[config.mk]
export PLATFORM = sky130hd
export DESIGN_NAME = wptr_full_lvl
export DESIGN_NICKNAME = d
export VERILOG_FILES = /design/src/rtl/fifo_pkg.sv /design/src/rtl/gray2bin.sv /design/src/rtl/wptr_full_lvl.sv
export SDC_FILE = /design/constraint.sdc
export NUM_CORES = 1
export LEC_CHECK = 0
export ABC_AREA = 1
export BUFFER_PORTS_ARGS = -buffer_cell sky130_fd_sc_hd__buf_2
export CORE_UTILIZATION = 46
export CTS_CLUSTER_DIAMETER = 30
export CTS_CLUSTER_SIZE = 14
export DETAILED_ROUTE_END_ITERATION = 12
export PLACE_DENSITY = 0.72
export SYNTH_ARGS = -nofsm -noshare
export SYNTH_HDL_FRONTEND = slang
export SYNTH_SLANG_ARGS = --single-unit
export TNS_END_PERCENT = 10
[constraint.sdc]
create_clock -name wclk -period 2.7 [get_ports wclk]
set_clock_uncertainty 0.1 [all_clocks]
set_input_delay 0.675 -clock wclk [delete_from_list [all_inputs] [get_ports wclk]]
set_output_delay 0.675 -clock wclk [all_outputs]
set_load 0.02 [all_outputs]
[src/rtl/fifo_pkg.sv]
// Shared FIFO definitions: default pointer sizing and Gray/binary conversion helpers.
package fifo_pkg;

    localparam int DEF_ADDRSIZE = 4;
    localparam int MAX_PTR_W    = 32;

    function automatic int fifo_depth(input int addrsize);
        return 2 ** addrsize;
    endfunction

    function automatic logic [MAX_PTR_W-1:0] bin_to_gray(input logic [MAX_PTR_W-1:0] bin);
        return (bin >> 1) ^ bin;
    endfunction

    // Zero-extended inputs convert correctly: the leading zero bits stay zero.
    function automatic logic [MAX_PTR_W-1:0] gray_to_bin(input logic [MAX_PTR_W-1:0] gray);
        logic [MAX_PTR_W-1:0] bin;
        bin[MAX_PTR_W-1] = gray[MAX_PTR_W-1];
        for (int i = MAX_PTR_W - 2; i >= 0; i--) begin
            bin[i] = bin[i+1] ^ gray[i];
        end
        return bin;
    endfunction

endpackage

[src/rtl/gray2bin.sv]
// Width-parameterized Gray-to-binary converter, purely combinational.
module gray2bin
    import fifo_pkg::*;
#(
    parameter int WIDTH = DEF_ADDRSIZE + 1
) (
    input  logic [WIDTH-1:0] gray,
    output logic [WIDTH-1:0] bin
);

    assign bin = WIDTH'(gray_to_bin(MAX_PTR_W'(gray)));

endmodule

[src/rtl/wptr_full_lvl.sv]
// Write-side pointer, full/almost-full and fill-level logic of an async FIFO.
// Optional sticky overflow flag enabled by defining WPTR_FULL_OVF_EN.
module wptr_full_lvl
    import fifo_pkg::*;
#(
    parameter int ADDRSIZE     = DEF_ADDRSIZE,
    parameter int AFULL_THRESH = fifo_depth(ADDRSIZE) - 2
) (
    input  logic                wclk,
    input  logic                wrst_n,
    input  logic                winc,
    input  logic [ADDRSIZE:0]   wq2_rptr,
    input  logic                wovf_clr,
    output logic [ADDRSIZE:0]   wptr,
    output logic [ADDRSIZE-1:0] waddr,
    output logic                wen,
    output logic                wfull,
    output logic                wafull,
    output logic [ADDRSIZE:0]   wlevel,
    output logic                woverflow
);

    localparam int              PTR_W   = ADDRSIZE + 1;
    localparam logic [PTR_W-1:0] AFULL_W = PTR_W'(AFULL_THRESH);

    logic [PTR_W-1:0] wbin_q, wbin_d;
    logic [PTR_W-1:0] wptr_q, wptr_d;
    logic [PTR_W-1:0] wlevel_q, wlevel_d;
    logic [PTR_W-1:0] rq2_bin;
    logic [PTR_W-1:0] rptr_full_cmp;
    logic             wfull_q, wfull_d;
    logic             wafull_q, wafull_d;
    logic             winc_ok;

    gray2bin #(.WIDTH(PTR_W)) u_rptr_g2b (
        .gray (wq2_rptr),
        .bin  (rq2_bin)
    );

    assign winc_ok = winc & ~wfull_q;

    // Full when the next write pointer sits exactly one lap ahead of the read pointer.
    assign rptr_full_cmp = {~wq2_rptr[ADDRSIZE:ADDRSIZE-1], wq2_rptr[ADDRSIZE-2:0]};

    always_comb begin
        wbin_d   = wbin_q + PTR_W'(winc_ok);
        wptr_d   = PTR_W'(bin_to_gray(MAX_PTR_W'(wbin_d)));
        wfull_d  = (wptr_d == rptr_full_cmp);
        wlevel_d = wbin_d - rq2_bin;
        wafull_d = (wlevel_d >= AFULL_W);
    end

    always_ff @(posedge wclk or negedge wrst_n) begin
        // NOTE: every state flop, including the counter, is cleared by the async reset
        // so in-flight writes are abandoned and the next accepted write lands at address 0.
        if (!wrst_n) begin
            wbin_q   <= '0;
            wptr_q   <= '0;
            wfull_q  <= 1'b0;
            wafull_q <= 1'b0;
            wlevel_q <= '0;
        end else begin
            // NOTE: non-blocking assignments so all flops sample the pre-edge values together.
            wbin_q   <= wbin_d;
            wptr_q   <= wptr_d;
            wfull_q  <= wfull_d;
            wafull_q <= wafull_d;
            wlevel_q <= wlevel_d;
        end
    end

    assign wptr   = wptr_q;
    assign waddr  = wbin_q[ADDRSIZE-1:0];
    assign wen    = winc_ok;
    assign wfull  = wfull_q;
    assign wafull = wafull_q;
    assign wlevel = wlevel_q;

`ifdef WPTR_FULL_OVF_EN
    logic woverflow_q, woverflow_d;

    always_comb begin
        // NOTE: default first so no path leaves woverflow_d unassigned (no latch).
        woverflow_d = woverflow_q;
        if (winc & wfull_q) begin
            woverflow_d = 1'b1;
        end else if (wovf_clr) begin
            woverflow_d = 1'b0;
        end
    end

    always_ff @(posedge wclk or negedge wrst_n) begin
        if (!wrst_n) begin
            woverflow_q <= 1'b0;
        end else begin
            woverflow_q <= woverflow_d;
        end
    end

    assign woverflow = woverflow_q;
`else
    logic ovf_clr_unused;

    assign ovf_clr_unused = wovf_clr;
    assign woverflow      = 1'b0;
`endif

endmodule
==> flow_summary.json <==
{
  "finalWirelength_um": 1916,
  "grt_pass1_wl_um": 3415,
  "cp_max_fo": 3,
  "critPathMaxStageDelay_ps": 400,
  "yosysTopAreaCell": "dfrtp_1",
  "synth-seq-cells": 16,
  "synthTopCellsByArea": "dfrtp_1, nand2_1, nand3_1",
  "critPathKind": "in -> reg",
  "num_io_pins": 27,
  "startpoint_type": "primary input",
  "grt_max_degree": 17,
  "total_power_mw": 1.541,
  "wire_per_inst_um": 10.19,
  "vdd_drop_max_mv": 0.6683,
  "vias": 904,
  "p_leak_nw": 0.7134,
  "gp_congestion": 0.8357,
  "final_cell_mix": "nand2_1, nand3_1, buf_2, inv_1, dfrtp_1",
  "numCtsBuffers": 3,
  "final_area_sq_um": 1230,
  "setup-tns-final_ps": 0,
  "dieArea_sq_um": 2364,
  "rsz0062_at_grt": "false",
  "fp.coreArea_sq_um": 2002,
  "fin_crit_sh_pct": 95.04,
  "cts-root-buf": "clkbuf_4",
  "route.detailed.drc": 0,
  "die_w_um": 48.62,
  "fmax_mhz": 389.7,
  "hold_viol": 0,
  "track_usage_pct": 18.69,
  "area_growth_pct": 23.03,
  "cap_violations": 0,
  "antenna_found_initial": 0,
  "synth.top_cell.area_share_pct": 40.05,
  "slowest_stage": "fa_1",
  "r2r-start": "wfull",
  "io_buffers": 24,
  "final_layout_size_suffix_gt1_share_pct": 30.43,
  "dpl.hpwl_um": 1601,
  "hold_class": "in -> async",
  "netlist_instances": 128,
  "critPathCaptureType": "flip-flop",
  "crit_chain": "buf_2 -> xnor2_2 -> or2_4 -> nand2_2 -> nand2_1 -> nand3_1 -> nand2_1 -> inv_1 -> ha_1 -> fa_1 -> nor2_1 -> o21a_1 -> nor2_1 -> xor2_1 -> nand2_1",
  "n_antenna_cell": 0,
  "ant_nets": 0,
  "synth_nets": 144,
  "chipHeight_um": 48.62,
  "dr.pass1.iters": 4,
  "final_core_util_pct": 61.44,
  "yosysWarningCount": 0,
  "synth.distinct_cells": 23,
  "cts_buffer_depth": 2,
  "grt_remaining_overflow": 0,
  "worstPathArrival_ps": 2630,
  "fillers": 197,
  "clock_latency_ps": 270,
  "status": "completed",
  "cts_sinks": 16,
  "fin_crit_ps": 2566,
  "clk_transition_reported_paths_ps": 80,
  "first_iter_violations": 14,
  "finalNetCount": 179,
  "p_per_area_nw_per_um2": 1253,
  "tritoncts": "yes",
  "vias_per_cell": 4.809,
  "htreeDepth": 1,
  "slew_violations": 0,
  "syn_avg_cell_area_sq_um": 7.810,
  "ctsHoldBuffers": 0,
  "holdWs_ps": 196.2,
  "setup_viol": 0,
  "fp-row-count": 16,
  "critPathMostFrequentCell": "nand2_1",
  "place_area_sq_um": 1197,
  "grt_pass1_vias": 880,
  "yosysSeqAreaShare_pct": 40.05,
  "synth_area_sq_um": 999.7,
  "final_common_cell": "nand2_1",
  "required_ps": 2760,
  "crit_start": "wq2_rptr[4]",
  "initial_core_util_pct": 49.94
}
## layer usage
layer  global-route usage, %  vias up  share of wire [%]  routed length, um
met3                   3.145        4                4.1                 78
met1                   21.93      409                 44                851
met2                   32.18       20                 50                951
li1                        -      471                  -                  -
met4                   10.29        0                1.8                 35
met5                       0        -                  0                  0
## logic make-up (layout without fill, tap and decap cells)
kind of cell	Yosys count	in the layout	synth area share [%]
XOR/XNOR	4	4	3.505
other	1	1	0.3751
AO/OA/AOI/OAI	5	5	3.129
AND/OR/NAND/NOR	75	75	34.80
adder cells (fa/ha/maj)	7	7	9.512
flip-flops	16	16	40.05
buffers and inverters	20	53	8.636
## registers in the layout, indices dropped and copies added, names as in the netlist
signal,count
wlevel,5
wafull,1
wptr,4
wfull,1
wbin_q,5
## worst max-delay path: cells and delay by family
family,cells,cell delay (ps)
XOR/XNOR,2,410
AND/OR/NAND/NOR,8,680
adder cells (fa/ha/maj),2,590
AO/OA/AOI/OAI,1,120
buffers and inverters,2,160
## repair_timing
item / 4_1_cts / 5_1_grt
gates resized for setup: 0 / 2
setup endpoints to repair: 0 / 2
setup buffers: 0 / 0
## path summary, 6_finish.rpt
kind                             end  slack (ps)  cells after the start
max                           wafull         130                     15
min                            wfull         200                      1
max reg2reg                   wafull         370                     11
min reg2reg                wbin_q[4]         480                      2
max in group asynchronous    wptr[2]        2050                      1
min in group wclk          wbin_q[4]         480                      2
## per-stage QoR
stage / worst slack [ps] / std cells
after floorplan: 72.06 / 128
after global placement: -199.8 / 185
after detailed placement: -227.8 / 185
after CTS: 50.34 / 188
after global routing: 13.42 / 188
final: 133.9 / 188
## cells in the mapped netlist
library cell	number
o21ai_0	2
nor2_1	5
or2_1	1
inv_2	1
xnor2_1	2
conb_1	1
buf_6	1
a21oi_1	1
o21ai_2	1
xor2_1	2
nor2_2	1
nand2_4	1
nand3_1	24
fa_1	1
nand2_2	7
nand3b_1	1
dfrtp_1	16
inv_1	17
o21a_1	1
ha_1	6
nand2_1	34
buf_4	1
nand4_1	1
## report_power, final
part	leakage [nW]	total, mW	internal (mW)	switching (mW)
combinational	0.506	0.985	0.365	0.620
sequential	0.193	0.440	0.364	0.0757
clock	0.0138	0.117	0.0515	0.0652
## layout make-up
class                           count  area, sq um  share of cell area (%)
Multi-Input combinational cell     92        525.5                   42.73
Sequential cell                    16        400.4                   32.55
Timing Repair Buffer               32        180.2                   14.65
Inverter                           18        67.56                   5.493
Tap cell                           27        33.78                   2.747
Clock buffer                        3        22.52                   1.831
Power figures use the tool's default switching activity.
